[src/rtl/pending_encoder_if.sv]
// Handshake bundle between a request source/code consumer and the pending encoder.
// The master modport is the environment side; the encoder itself uses the slave modport.
interface pending_encoder_if;
   logic       load;
   logic [7:0] d;
   logic [2:0] code;
   logic       code_valid;
   logic       code_ready;
   logic       busy;
   logic       done;
   logic       none;
   logic       multi;
   logic [3:0] count;

   modport master (
      output load, d, code_ready,
      input  code, code_valid, busy, done, none, multi, count
   );

   modport slave (
      input  load, d, code_ready,
      output code, code_valid, busy, done, none, multi, count
   );
endinterface

[src/rtl/pending_encoder.sv]
// Captures an 8-bit request vector and drains it as one binary code per accepted
// transfer, lowest or highest set index first, then pulses done for one cycle.
module pending_encoder #(
   parameter bit LSB_FIRST = 1'b1
) (
   input logic               clk,
   input logic               rst,
   pending_encoder_if.slave  bus
);

   typedef enum logic [1:0] {
      IDLE = 2'd0,
      EMIT = 2'd1,
      FIN  = 2'd2
   } state_t;

   state_t     state_q, state_d;
   logic [7:0] p_q, p_d;
   logic [3:0] count_q, count_d;
   logic       none_q, none_d;
   logic       multi_q, multi_d;

   logic [2:0] sel;
   logic [7:0] p_clr;
   logic       xfer;

   function automatic logic [2:0] lowest_set(input logic [7:0] v);
      logic [2:0] idx;
      idx = 3'd0;
      for (int k = 7; k >= 0; k--) begin
         if (v[k]) idx = 3'(k);
      end
      return idx;
   endfunction

   function automatic logic [2:0] highest_set(input logic [7:0] v);
      logic [2:0] idx;
      idx = 3'd0;
      for (int k = 0; k < 8; k++) begin
         if (v[k]) idx = 3'(k);
      end
      return idx;
   endfunction

   // Clearing the lowest set bit leaves something only when two or more bits were set.
   function automatic logic many_set(input logic [7:0] v);
      return (v & (v - 8'd1)) != 8'd0;
   endfunction

   // An empty P encodes to 0, so code reads 0 whenever nothing is pending.
   assign sel   = LSB_FIRST ? lowest_set(p_q) : highest_set(p_q);
   assign p_clr = p_q & ~(8'd1 << sel);
   assign xfer  = (state_q == EMIT) && bus.code_ready;

   always_ff @(posedge clk or posedge rst) begin
      if (rst) begin
         state_q <= IDLE;
         p_q     <= 8'd0;
         count_q <= 4'd0;
         none_q  <= 1'b0;
         multi_q <= 1'b0;
      end else begin
         state_q <= state_d;
         p_q     <= p_d;
         count_q <= count_d;
         none_q  <= none_d;
         multi_q <= multi_d;
      end
   end

   always_comb begin
      state_d = state_q;
      p_d     = p_q;
      count_d = count_q;
      none_d  = none_q;
      multi_d = multi_q;
      case (state_q)
         IDLE: begin
            if (bus.load) begin
               p_d     = bus.d;
               count_d = 4'd0;
               none_d  = (bus.d == 8'd0);
               multi_d = many_set(bus.d);
               state_d = (bus.d != 8'd0) ? EMIT : FIN;
            end
         end
         EMIT: begin
            if (xfer) begin
               p_d     = p_clr;
               count_d = count_q + 4'd1;
               if (p_clr == 8'd0) state_d = FIN;
            end
         end
         FIN: begin
            state_d = IDLE;
         end
         default: begin
            state_d = IDLE;
         end
      endcase
   end

   assign bus.code       = sel;
   assign bus.code_valid = (state_q == EMIT);
   assign bus.busy       = (state_q != IDLE);
   assign bus.done       = (state_q == FIN);
   assign bus.none       = none_q;
   assign bus.multi      = multi_q;
   assign bus.count      = count_q;

endmodule

[src/flat_wrapper.sv]
// flat-port wrapper written by rule: the top's interface ports become plain ports
module pending_encoder_flat 
#(
   parameter bit LSB_FIRST = 1'b1
)
  (clk, rst, bus_load, bus_d, bus_code_ready, bus_code, bus_code_valid, bus_busy, bus_done, bus_none, bus_multi, bus_count);
  pending_encoder_if bus_i ();
  input logic clk;
  input logic rst;
  input wire logic [$bits(bus_i.load)-1:0] bus_load;
  input wire logic [$bits(bus_i.d)-1:0] bus_d;
  input wire logic [$bits(bus_i.code_ready)-1:0] bus_code_ready;
  output wire logic [$bits(bus_i.code)-1:0] bus_code;
  output wire logic [$bits(bus_i.code_valid)-1:0] bus_code_valid;
  output wire logic [$bits(bus_i.busy)-1:0] bus_busy;
  output wire logic [$bits(bus_i.done)-1:0] bus_done;
  output wire logic [$bits(bus_i.none)-1:0] bus_none;
  output wire logic [$bits(bus_i.multi)-1:0] bus_multi;
  output wire logic [$bits(bus_i.count)-1:0] bus_count;
  assign bus_i.load = bus_load;
  assign bus_i.d = bus_d;
  assign bus_i.code_ready = bus_code_ready;
  assign bus_code = bus_i.code;
  assign bus_code_valid = bus_i.code_valid;
  assign bus_busy = bus_i.busy;
  assign bus_done = bus_i.done;
  assign bus_none = bus_i.none;
  assign bus_multi = bus_i.multi;
  assign bus_count = bus_i.count;
  pending_encoder #(.LSB_FIRST(LSB_FIRST)) u_core (.clk(clk), .rst(rst), .bus(bus_i));
endmodule
[config.mk]
export PLATFORM = sky130hd
export DESIGN_NAME = pending_encoder_flat
export DESIGN_NICKNAME = d
export VERILOG_FILES = /design/src/rtl/pending_encoder_if.sv /design/src/rtl/pending_encoder.sv /design/src/flat_wrapper.sv
export SDC_FILE = /design/constraint.sdc
export NUM_CORES = 1
export LEC_CHECK = 0
export ABC_AREA = 0
export ABC_CLOCK_PERIOD_IN_PS = 2400
export CORE_UTILIZATION = 35
export DETAILED_ROUTE_END_ITERATION = 12
export SYNTH_ARGS = -nofsm -noshare
export SYNTH_HDL_FRONTEND = slang
export SYNTH_SLANG_ARGS = --single-unit
[constraint.sdc]
create_clock -name clk -period 2.4 [get_ports clk]
set_clock_uncertainty 0.2 [all_clocks]
set_input_delay 0.36 -clock clk [delete_from_list [all_inputs] [get_ports clk]]
set_output_delay 0.36 -clock clk [all_outputs]
set_load 0.01 [all_outputs]
Word level (Yosys, flattened, before mapping)
Index checks and enable logic that the tools add are counted.
{ "totals": {"reg_bits": 16, "ramBits": 0, "output_inout_bits": 12, "input_bits": 12, "n_memories": 0, "romBits": 0, "latch_bits": 0, "word_cells": 46} }
{ "op_classes": {"order_cmp": 0, "n_eq_ne": 5, "multipliers": 0, "n_addsub": 2, "bitwise_logic": 3, "muxes": 19, "n_shift": 1, "reduce_logical": 11, "div": 0} }
{ "ops": {"columns": ["operator", "count"], "rows": [
  ["two-way mux 3 bit", 8],
  ["AND 8 bit", 2],
  ["zero test 8 bit", 2],
  ["two-way mux 8 bit", 2],
  ["one-hot mux 8 bit (2 select lines)", 1],
  ["nonzero test 8 bit", 2],
  ["two-way mux 2 bit", 4],
  ["two-way mux 4 bit", 2],
  ["NOT 8 bit", 1],
  ["one-hot mux 4 bit (2 select lines)", 1],
  ["<< shifter 1 x 3 -> 8 bit (first input constant)", 1],
  ["subtractor 8 x 1 -> 8 bit (second input constant)", 1],
  ["AND reduction 3 bit", 2],
  ["adder 4 x 1 -> 4 bit (second input constant)", 1],
  ["inequality test 2 x 1 -> 1 bit (second input constant)", 2],
  ["one-hot mux 2 bit (2 select lines)", 1],
  ["nonzero test 2 bit", 2],
  ["== test 2 x 1 -> 1 bit (second input constant)", 1],
  ["== test 2 bit (second input constant)", 1],
  ["zero test 2 bit", 1],
  ["inequality test 2 bit (second input constant)", 1],
  ["AND reduction 2 bit", 1],
  ["logical AND 1 bit", 1]
]} }

Longest topological paths before layout
{ "depth": {"depth_word": 15, "ltp_mapped": 6, "ltp_nobuf": 4} }

Worst setup path before layout
Ideal clock, no wire load.
{ "synth_path": {"path_type": "register -> register", "startpoint": "reg u_core.p_q[2]", "endpoint": "reg u_core.state_q[0]", "path_stages_with_launch": 7, "slack_ps": 316, "path_buffers": 2, "setup_ps": 124, "t_arrival_ps": 1760, "synth_period_minus_slack_ps": 2084, "required_time_ps": 2076, "cell_sequence": "dfrtp_1 > buf_6 > or4_4 > buf_6 > a2111oi_4 > nor3_2 > o31a_1"} }
{ "synth_via": {"elab_chain_cells": 9} }
{ "synth_rtl": {"columns": ["element", "line_no", "text"], "rows": [
  ["from (decl)", "pending_encoder.sv:18", "logic [7:0] p_q, p_d;"],
  ["from (signal assigned)", "pending_encoder.sv:64", "p_q <= p_d;"],
  ["two-way mux 3 bit (3 in series)", "pending_encoder.sv:31", "if (v[k]) idx = 3'(k);"],
  ["<< shifter 1 x 3 -> 8 bit", "pending_encoder.sv:52", "assign p_clr = p_q & ~(8'd1 << sel);"],
  ["NOT 8 bit", "pending_encoder.sv:52", null],
  ["AND 8 bit (*)", "pending_encoder.sv:52", null],
  ["zero test 8 bit (*)", "pending_encoder.sv:91", "if (p_clr == 8'd0) state_d = FIN;"],
  ["inequality test 2 x 1 -> 1 bit (no source line) (*)", null, null],
  ["AND reduction 3 bit (no source line) (*)", null, null],
  ["to (signal assigned)", "pending_encoder.sv:63", "state_q <= state_d;"],
  ["to (decl)", "pending_encoder.sv:17", "state_t state_q, state_d;"]
]} }
Every way passes the cells marked *; elsewhere a longest branch is shown, timed or not.
A chain may end at the register's enable or synchronous reset.

Worst setup path in the final report
{ "layout_path": {"startpoint": "reg u_core.state_q[0]", "endpoint": "out bus_code_valid"} }
{ "layout_via": {"elab_chain_cells": 1} }
{ "layout_rtl": {"columns": ["element", "line_no", "text"], "rows": [
  ["== test 2 x 1 -> 1 bit", "pending_encoder.sv:104", "assign bus.code_valid = (state_q == EMIT);"],
  ["to (decl)", "flat_wrapper.sv:14", "output wire logic [$bits(bus_i.code_valid)-1:0] bus_code_valid;"]
]} }
No other way between the ends.

==> summary.md <==
| Metric | Value |
|---|---|
| Status | complete, no violations |
| DR vias | 943 |
| Initial Util | 0.368 |
| CP max FO | 12 |
| Post-synthesis cell count | 112 |
| First-pass GRT wire length | 4080 um |
| Synth area leaders | dfrtp_1 (39%), nand2_1 (5.2%), nor2_1 (4.8%), a21oi_1 (4.4%), buf_6 (3.3%) |
| Slowest stage delay, CP | 580 ps |
| Worst Setup SP | u_core.state_q[0] |
| Cell Area, Synth | 1010 um^2 |
| Worst Path Required | 1840 ps |
| Final Max Slew Viols | 0 |
| Antenna Violating Nets Remaining | 0 |
| Fin crit share | 0.945 |
| Crit path DAT | 1710 ps |
| Yosys warns | 0 |
| Rows | 19 |
| Num CTS Buffers | 3 |
| R2r startpoint | u_core.p_q[1] |
| Post-route insts no fill | 173 |
| Synth top cells by count | dfrtp_1 (16), nand2_1 (14), nor2_1 (13) |
| Die area | 3120 um^2 |
| Initial antenna violation count | 0 |
| EDFF count, synth | 0 |
| Critical-path cell list | inv_1 -> nor2_1 -> clkdlybuf4s50_1 |
| H-tree depth | 1 |
| Dpl ws | 45.6 ps |
| Slowest-stage cell, CP | dfrtp_1 |
| Placed Cells | 170 |
| Ys flop type | dfrtp_1 |
| Die height | 55.8 um |
| TNS Setup | 0 ps |
| Crit path kind | reg2out |
| Post-synthesis sequential area ratio | 0.395 |
| # Post-CTS Setup Buffers | 0 |
| Routed vias/inst | 5.45 |
| Resize count post-CTS | 3 |
| Fillers | 267 |
| DP HPWL | 1860 um |
| Final GP Congestion | 0.801 |
| FMAX | 441 MHz |
| Async SR Flop Fraction | 1.00 |
| DRT Wirelength | 2500 um |
| Yosys cell types | 43 |
| N_diodes | 0 |
| IO Port Bufs | 23 |
| Static leakage | 0.000576 uW |
| GR Overflow Total | 0 |
| Layout cell share with drive strength beyond 1 | 0.169 |
| Yosys top cell area share | 0.395 |
| CP Launch Type | flop |
| Peak supply drop | 646 uV |
| Syn Area/Cell | 9.06 um^2 |
| Least-Margin Pin Slew | 636 ps |
| CTS tree | yes |
| CTS root buffer | clkbuf_4 |
| Clk slew on worst S/H paths | 90 ps |
| Fin util | 0.486 |
| Final net count | 157 |
| Largest net degree at the start of global routing | 17 |
| Drt wl/cell | 14.5 um |
| Core Box Area | 2760 um^2 |
| # hold bufs at CTS | 0 |
| Max-cap violations | 0 |
| Clock Sinks | 16 |
| Leading cell type by number of instances after synthesis | dfrtp_1 |
| Vias in the first global route | 862 |
| Clk_lat worst skew | 280 ps |
| RSZ-0062 raised after global routing | false |
| Detailed Route Iter0 Violations | 33 |
| Family with the most delay on the worst path | buffers and inverters |
| Horiz. Die Dim | 55.8 um |
| Syn_nets | 125 |
| Setup-failing EPs final | 0 |
| GRT Total Usage | 0.170 |
| Crit path time final | 2270 ps |
| # DRC | 0 |
| Post-synth top area cell | dfrtp_1 |
| Crit. End Element | output port |
| CTS Buffer Depth | 2 |
| # IOs | 24 |
| Final WS setup | 131 ps |
| Area growth, synth to finish | 32.2% |
| Worst Hold Class | in2async |
| Buf+Inv Stages, Crit Path | 2 |
| Pwr/cell area | 1150 nW/um^2 |
| Hold Violations, Final | 0 |
| Max transition margin | 0.576 |
| Seq cells post-synth | 16 |
| Drt pass-1 iters | 4 |
-- logic make-up after synthesis --
kind of cell	count (synthesis)	synth area share
xor gates and xnor gates	2	0.0173
buffers and inverters	12	0.0703
and+or+nand+nor	42	0.206
AOI/OAI and AO/OA	38	0.290
DFF	16	0.395
adders and majority gates	2	0.0222
-- report_power, final --
| group | total [uW] | internal (uW) | switching [uW] |
|---|---|---|---|
| sequential | 512 | 375 | 137 |
| clock | 143 | 58.3 | 84.9 |
| combinational | 888 | 465 | 423 |
-- layout by cell type (no fill, tap or decap), types with 2 or more instances in the layout --
| cell | count |
|---|---|
| clkdlybuf4s50_1 | 20 |
| dfrtp_1 | 15 |
| nand2_1 | 14 |
| nor2_1 | 13 |
| buf_4 | 11 |
| a21oi_1 | 8 |
| inv_1 | 5 |
| o21ai_0 | 5 |
| a22o_1 | 3 |
| clkbuf_4 | 3 |
| xor2_1 | 2 |
| or2_2 | 2 |
| o21bai_1 | 2 |
| o31a_1 | 2 |
| nor3_1 | 2 |
| o22ai_1 | 2 |
| nor4_1 | 2 |
| dlygate4sd2_1 | 2 |
-- sequential cells by signal (all words and copies together) (netlist names) --
name	flops
u_core.p_q	8
u_core.bus.count	4
u_core.state_q	2
u_core.bus.multi	1
u_core.bus.none	1
-- metal layers --
metal | vias up | global-route usage | part of all wire | routed length, um
li1 | 477 | - | - | -
met3 | 5 | 0.0302 | 0.039 | 98
met2 | 20 | 0.263 | 0.44 | 1100
met4 | 0 | 0.0627 | 0.013 | 33
met1 | 441 | 0.238 | 0.51 | 1280
met5 | - | 0 | 0 | 0
-- final timing paths --
path                                endpoint  slack [ps]  cells past startpoint
setup / recovery              bus_code_valid         130                      3
hold / removal                 u_core.p_q[7]         250                      2
setup reg to reg           u_core.state_q[0]         220                      5
hold reg to reg              u_core.bus.none         300                      2
max in group asynchronous      u_core.p_q[5]        1310                      2
min in group clk             u_core.bus.none         300                      2
-- area by class of cell --
class / count / area [um^2] / area share
Sequential cell: 16 / 402 / 0.299
Multi-Input combinational cell: 84 / 547 / 0.408
Inverter: 5 / 18.8 / 0.0140
Tap cell: 31 / 38.8 / 0.0289
Clock buffer: 3 / 22.5 / 0.0168
Timing Repair Buffer: 34 / 313 / 0.233
-- through the flow --
stage               hold WS [ps]  area [um^2]  power (uW)
detailed placement           276         1310        1430
global route                 334         1340        1660
CTS                          277         1340        1550
global placement             264         1310        1410
finish                       247         1340        1540
floorplan                   73.7         1010        1070
No activity file was read; power rests on OpenSTA's default activity.
